File: src/rtl/operand_fetch_stage.sv
// rtl/operand_fetch_stage.sv - register-file read, operand select and one-entry output register toward the ALU
module operand_fetch_stage #(
  parameter bit IMM_SIGNED = 1'b1
) (
  input  logic        clk,
  input  logic        rst_n,
  input  logic        in_valid,
  output logic        in_ready,
  input  logic [4:0]  rs_addr,
  input  logic [4:0]  rt_addr,
  input  logic [15:0] imm,
  input  logic        use_imm,
  input  logic [2:0]  alu_op_in,
  input  logic        flush,
  input  logic        wr_en,
  input  logic [4:0]  wr_addr,
  input  logic [31:0] wr_data,
  output logic        out_valid,
  input  logic        out_ready,
  output logic [31:0] a,
  output logic [31:0] b,
  output logic [2:0]  alu_op
);

  // Register file storage; entry 0 is never written so it stays at its reset value of 0.
  logic [31:0] r_regs [0:31];

  // Output stage registers.
  logic        r_out_valid;
  logic [31:0] r_a;
  logic [31:0] r_b;
  logic [2:0]  r_alu_op;

  logic        w_wr_fire;
  logic [31:0] w_rs_data;
  logic [31:0] w_rt_data;
  logic [31:0] w_imm_ext;
  logic [31:0] w_b_sel;
  logic        w_in_ready;
  logic        w_accept;

  assign w_wr_fire = wr_en && (wr_addr != 5'd0);

  // Operand a read with write-through bypass; address 0 always reads 0.
  always_comb begin
    w_rs_data = 32'd0;
    if (rs_addr == 5'd0) begin
      w_rs_data = 32'd0;
    end else if (w_wr_fire && (wr_addr == rs_addr)) begin
      w_rs_data = wr_data;
    end else begin
      w_rs_data = r_regs[rs_addr];
    end
  end

  // Operand b register read with the same bypass rule as operand a.
  always_comb begin
    w_rt_data = 32'd0;
    if (rt_addr == 5'd0) begin
      w_rt_data = 32'd0;
    end else if (w_wr_fire && (wr_addr == rt_addr)) begin
      w_rt_data = wr_data;
    end else begin
      w_rt_data = r_regs[rt_addr];
    end
  end

  // Immediate extension chosen at elaboration, then the b source select.
  always_comb begin
    w_imm_ext = {16'd0, imm};
    if (IMM_SIGNED) begin
      w_imm_ext = {{16{imm[15]}}, imm};
    end
    w_b_sel = use_imm ? w_imm_ext : w_rt_data;
  end

  // The stage can take a new instruction when the output slot is free or draining, and never during flush.
  assign w_in_ready = (!r_out_valid || out_ready) && !flush;
  assign w_accept   = in_valid && w_in_ready;

  // Register-file write port; flush does not suppress writeback.
  always_ff @(posedge clk or negedge rst_n) begin
    if (!rst_n) begin
      for (int i = 0; i < 32; i++) begin
        r_regs[i] <= 32'd0;
      end
    end else if (w_wr_fire) begin
      r_regs[wr_addr] <= wr_data;
    end
  end

  // Output valid tracking: load on accept, drop on flush or consume, otherwise hold.
  always_ff @(posedge clk or negedge rst_n) begin
    if (!rst_n) begin
      r_out_valid <= 1'b0;
    end else if (w_accept) begin
      r_out_valid <= 1'b1;
    end else if (flush || out_ready) begin
      r_out_valid <= 1'b0;
    end
  end

  // Operand capture only on accept, so held operands never see later writes.
  always_ff @(posedge clk or negedge rst_n) begin
    if (!rst_n) begin
      r_a      <= 32'd0;
      r_b      <= 32'd0;
      r_alu_op <= 3'd0;
    end else if (w_accept) begin
      r_a      <= w_rs_data;
      r_b      <= w_b_sel;
      r_alu_op <= alu_op_in;
    end
  end

  assign in_ready  = w_in_ready;
  assign out_valid = r_out_valid;
  assign a         = r_a;
  assign b         = r_b;
  assign alu_op    = r_alu_op;

endmodule

File: config.mk
export PLATFORM = sky130hd
export DESIGN_NAME = operand_fetch_stage
export DESIGN_NICKNAME = d
export VERILOG_FILES = /design/src/rtl/operand_fetch_stage.sv
export SDC_FILE = /design/constraint.sdc
export NUM_CORES = 2
export LEC_CHECK = 0
export BUFFER_PORTS_ARGS = -buffer_cell sky130_fd_sc_hd__clkbuf_2
export CELL_PAD_IN_SITES_DETAIL_PLACEMENT = 0
export CELL_PAD_IN_SITES_GLOBAL_PLACEMENT = 1
export CORE_MARGIN = 2
export CORE_UTILIZATION = 55
export CTS_BUF_LIST = sky130_fd_sc_hd__clkbuf_4
export DETAILED_ROUTE_END_ITERATION = 7
export GPL_TIMING_DRIVEN = 0
export HOLD_SLACK_MARGIN = 0.03
export PLACE_DENSITY = 0.9
export SYNTH_ARGS = -nofsm -noshare
export SYNTH_HDL_FRONTEND = slang
export SYNTH_SLANG_ARGS = --single-unit
File: constraint.sdc
create_clock -name clk -period 2.6 [get_ports clk]
set_clock_uncertainty 0.2 [all_clocks]
set_input_delay 0.13 -clock clk [delete_from_list [all_inputs] [get_ports clk]]
set_output_delay 0.13 -clock clk [all_outputs]
set_load 0.03 [all_outputs]
Yosys cells after proc, flatten, opt, wreduce, memory -nomap -nowiden --
Cells that the tools add are included.
Word-level totals: input port bits 73, output and inout bits 69, logic and storage cells 75, register bits after elaboration 1092
Operators by class: muxes and demuxes 16, equality and inequality tests 2, magnitude comparators 4, reduce and logical (&&, ||, !) cells 14, bitwise operators 3
Operators with widths (count):
- $bwmux W1024 | 1
- $bmux W32 S5 | 2
- $mux W32 | 10
- $demux W32 S5 | 1
- $ge A6 B6 Y1 const B | 3
- $not A5 Y6 | 3
- $eq A5 B5 Y1 | 2
- $logic_not A5 Y1 | 2
- $logic_and A1 B1 Y1 | 6
- $lt A6 B1 Y1 const B | 1
- $reduce_bool A5 Y1 | 1
- $logic_not A1 Y1 | 2
- $logic_or A1 B1 Y1 | 2
- $mux W1 | 2
- $reduce_bool A2 Y1 | 1

Logic depth before layout (Yosys ltp) --
depth after elaboration 7, gate-level depth with buffers 9, gate-level depth less buffers 5

Least setup slack after synthesis --
OpenSTA, ideal clock, no wires.
kind flip-flop to flip-flop, from register r_out_valid, in the netlist out_valid, to register r_b[30], in the netlist b[30], stages on the path, launching flop included 8, setup time 82 ps, slack 428 ps, clock period less this slack 2172 ps, buffers on the path 2, arrival time 1890 ps, cell sequence dfrtp_1 -> nand2b_1 -> and3_1 -> clkbuf_1 -> nand2_1 -> buf_1 -> a21oi_1 -> a31oi_1
Between the ends: cells in the longest elaborated chain, start to end 4
RTL lines:
- start: declaration | line 29 | logic r_out_valid;
- start signal: assignment | line 95 | r_out_valid <= 1'b0;
- start signal: assignment | line 97 | r_out_valid <= 1'b1;
- start signal: assignment | line 99 | r_out_valid <= 1'b0;
- $logic_not A1 Y1 | line 78 | assign w_in_ready = (!r_out_valid || out_ready) && !flush;
- $logic_or A1 B1 Y1 | line 78
- $logic_and A1 B1 Y1 | line 78
- $logic_and A1 B1 Y1 | line 79 | assign w_accept = in_valid && w_in_ready;
- end signal: assignment | line 111 | r_b <= w_b_sel;
- end: declaration | line 31 | logic [31:0] r_b;
Every way passes these cells. A chain may end at the register's enable or synchronous reset.

Final worst setup path --
from input wr_addr[1], to register r_regs[313] (netlist bit)
Between the ends: cells in the longest elaborated chain, start to end 6, elaborated cells between the ends (all ways) 9, those cells by class order compare: 2; mux: 3; bitwise: 1; reduce/logical: 3
RTL lines:
- start: declaration | line 16 | input logic [4:0] wr_addr,
- $not A5 Y6 (implied by the code) | line 88 | r_regs[wr_addr] <= wr_data;
- $ge A6 B6 Y1 (implied by the code) or $lt A6 B1 Y1 (tied branches) | line 88
- $logic_and A1 B1 Y1 (implied by the code) | line 88
- $mux W32 (implied by the code) | line 88
- $demux W32 S5 | line 88
- $bwmux W1024 | line 88
- end signal: indexed assignment | line 88
- end: declaration | line 26 | logic [31:0] r_regs [0:31];
Parallel ways exist; a longest one is shown, timed or not.

==> impl_metrics.json <==
{
  "outcome": "finished with violations",
  "violations": "max-capacitance violations, max-slew violations, negative setup slack",
  "numCtsBuffers": 302,
  "grt_overflow": 0,
  "ant_nets": 0,
  "cp.required_ns": 3.45,
  "setup_slack_ns": -0.125,
  "via_per_inst": 7.03,
  "grt_pass1_vias": 43491,
  "synth-xor-area-share": 0.00153,
  "floorplan.initialDensity": 0.554,
  "power_frac_comb": 0.235,
  "synthesis.area_um2": 57300,
  "syn_inst": 3789,
  "cts_sinks": 1092,
  "muxShareOfSynthArea": 0.432,
  "fin_crit_sh": 1.05,
  "holdCritPathClass": "in2async",
  "switching_power_mw": 15.1,
  "setup.worst_path.start_class": "primary input",
  "hold_viol_final": 0,
  "antenna_found_initial": 13,
  "ys_warn_count": 0,
  "gp_congestion": 0.999,
  "crit_path_end_kind": "register",
  "clockBufferDepth": 4,
  "final_layout_size_suffix_gt1_frac": 0.508,
  "final_core_util": 0.646,
  "via_count": 42756,
  "synth_edf_count": 0,
  "clkLatencyLatePin_ns": 1.27,
  "ys_top_cells_by_area": "dfrtp_1 48%, mux2_2 21%, mux4_2 20%",
  "fin_crit_ns": 2.72,
  "clk_pin_slew_worst_paths_ns": 0.07,
  "die_y_um": 327,
  "die_area_um2": 107000,
  "cp_slowest_cell": "dlygate4sd3_1",
  "synthTopCellsByCount": "1092 x dfrtp_1, 1088 x mux2_2, 512 x mux4_2, 244 x clkbuf_1, 120 x nor2_1",
  "synthSimpleGateAreaFrac": 0.0185,
  "ys_ff_latch": 1092,
  "irDropWorstVdd_v": 0.000504,
  "worstMarginPinSlew_ns": 1.58,
  "drv_cap": 5,
  "nets": 4593,
  "place_inst": 5311,
  "synthAdderAreaFrac": 0,
  "die_w_um": 327,
  "powerDensity_nw_per_um2": 742,
  "synth_seq_area_share": 0.477,
  "root_buffer": "clkbuf_4",
  "fmax_ghz": 0.367,
  "wl_per_cell_um": 34.5,
  "ys_async_sr_fraction": 1.00,
  "holdWs_ns": 0.0524,
  "drt_iter0_drc": 6201,
  "path_class": "in2reg",
  "drt_wl_total_um": 210000,
  "area_growth_pct": 16.6,
  "cts_tree": "yes",
  "max_stage_delay_ns": 0.63,
  "critPathMaxFanout": 10,
  "place_hpwl_um": 136000,
  "arrival_ns": 3.57,
  "p_sw_frac": 0.305,
  "finalSetupViolations": 56,
  "rsz0062_at_grt": "yes",
  "reg2reg_depth": 6,
  "pwr-share-seq": 0.458,
  "drc": 0,
  "p_int_mw": 34.5,
  "syn_area_per_cell_um2": 15.1,
  "ys.flop_type": "dfrtp_1",
  "path_cells": "buf_2 > dlygate4sd3_1 > nand2_1 > or2_2 > dlygate4sd3_1 > nor2_1 > buf_2 > mux2_2",
  "clkPwrFrac": 0.308,
  "instances_no_fill": 6085,
  "yosysMostFrequentCell": "dfrtp_1",
  "ys_types": 39,
  "track_usage": 0.393,
  "htree_levels": 5,
  "synth_top_cell_by_area": "dfrtp_1",
  "grt_max_degree": 114,
  "maxSlewHeadroom": -0.0534,
  "synth-compound-area-share": 0.0400,
  "synth_top_area_share": 0.477,
  "grt_pass1_wl_um": 297000,
  "rows": 118,
  "post_cts_buffers": 0,
  "power_leakage_nw": 29.4,
  "synth_top_family_by_area": "multiplexers",
  "maxSlewViolCount": 43,
  "core_area_um2": 103000,
  "portBuffers": 130,
  "io_pins": 142,
  "synthesis.nets": 3862,
  "dr.pass1.iters": 7
}
## critical path: cells and delay by family
family / cells / cell delay [ns]
multiplexers: 1 / 0.41
AND/OR/NAND/NOR: 3 / 0.94
buffers and inverters: 4 / 2.08
## registers in the layout (all words and copies together) (netlist names)
register   count
a             32
alu_op         3
b             32
out_valid      1
r_regs      1024
## worst paths after layout
| kind | startpoint | end | slack [ns] |
|---|---|---|---|
| max | wr_addr[1] | r_regs[313] | -0.12 |
| min | rst_n | b[23] | 0.05 |
| max reg2reg | out_valid | a[26] | -0.05 |
| min reg2reg | r_regs[1017] | r_regs[1017] | 0.28 |
| max in group asynchronous | rst_n | r_regs[679] | 0.59 |
| min in group clk | wr_addr[3] | r_regs[906] | 0.12 |
## placed cells by master, fill, tap and decap left out, types with 4 or more instances in the layout
cell	Yosys	layout
a221oi_2	29	30
a32oi_1	32	32
buf_16	0	28
o211ai_1	32	32
nand2_1	108	106
mux2i_1	96	96
clkbuf_2	0	143
o221ai_1	32	32
clkinv_2	0	6
dlymetal6s4s_1	0	5
mux2_2	1088	1088
diode_2	0	10
dlygate4sd3_1	0	265
mux4_2	512	512
inv_2	0	11
clkbuf_1	244	230
nand3b_1	4	4
clkbuf_4	0	435
buf_1	75	71
buf_6	5	4
a22oi_1	64	64
a21oi_1	84	83
xor2_1	9	9
dfrtp_1	1092	1092
nor2_1	120	117
buf_2	112	107
a31oi_1	16	16
clkinv_1	0	29
## cells by family (layout without fill, tap and decap cells)
family,after synthesis,count (layout)
muxes,1696,1696
DFF,1092,1092
buffers and inverters,438,1344
AOI/OAI and AO/OA,295,295
and+or+nand+nor,258,258
xor gates and xnor gates,10,10
other,0,10
## layer usage
metal	vias up	wire length, um	GRT usage
met1	22052	72600	0.486
met5	-	341	0.00976
met2	3507	90100	0.564
met4	15	15200	0.238
met3	934	31500	0.181
li1	16248	-	-
## power by group through the flow
stage	clock network [mW]	registers (mW)	logic, mW
6_report	15.3	22.7	11.6
5_1_grt	16.2	23.0	12.1
4_1_cts	15.2	22.5	11.3
3_5_place_dp	0	22.8	10.8
3_3_place_gp	0	22.7	10.5
2_1_floorplan	0	22.4	7.59
## repair_timing
action | 4_1_cts | 5_1_grt
hold buffers | 285 | 3
resized for setup | 8 | 62
endpoints found under the setup margin | 54 | 135
hold endpoints to repair | 1928 | 67
pin swaps | 0 | 0
## layout make-up
class,instances,area [um^2]
fill,7412,36700
multi-input combinational,2259,28200
sequential,1092,27300
timing repair buffer,429,4170
clock buffer,430,3230
buffer,434,1850
tap,1380,1730
clock inverter,49,270
antenna,10,25.0
inverter,2,7.51
## metrics by stage
stage          power (mW)  area, um^2  setup WS [ns]  TNS, ns
2_1_floorplan        30.0       57300          0.428        0
3_3_place_gp         33.2       59700         -25.28        -
3_5_place_dp         33.7       60000         -0.929   -56.38
4_1_cts              49.1       66700         0.0167        0
5_1_grt              51.3       66800        -0.0488   -0.193
6_report             49.6       66800         -0.125    -2.10
No activity file was read; power rests on OpenSTA's default activity.
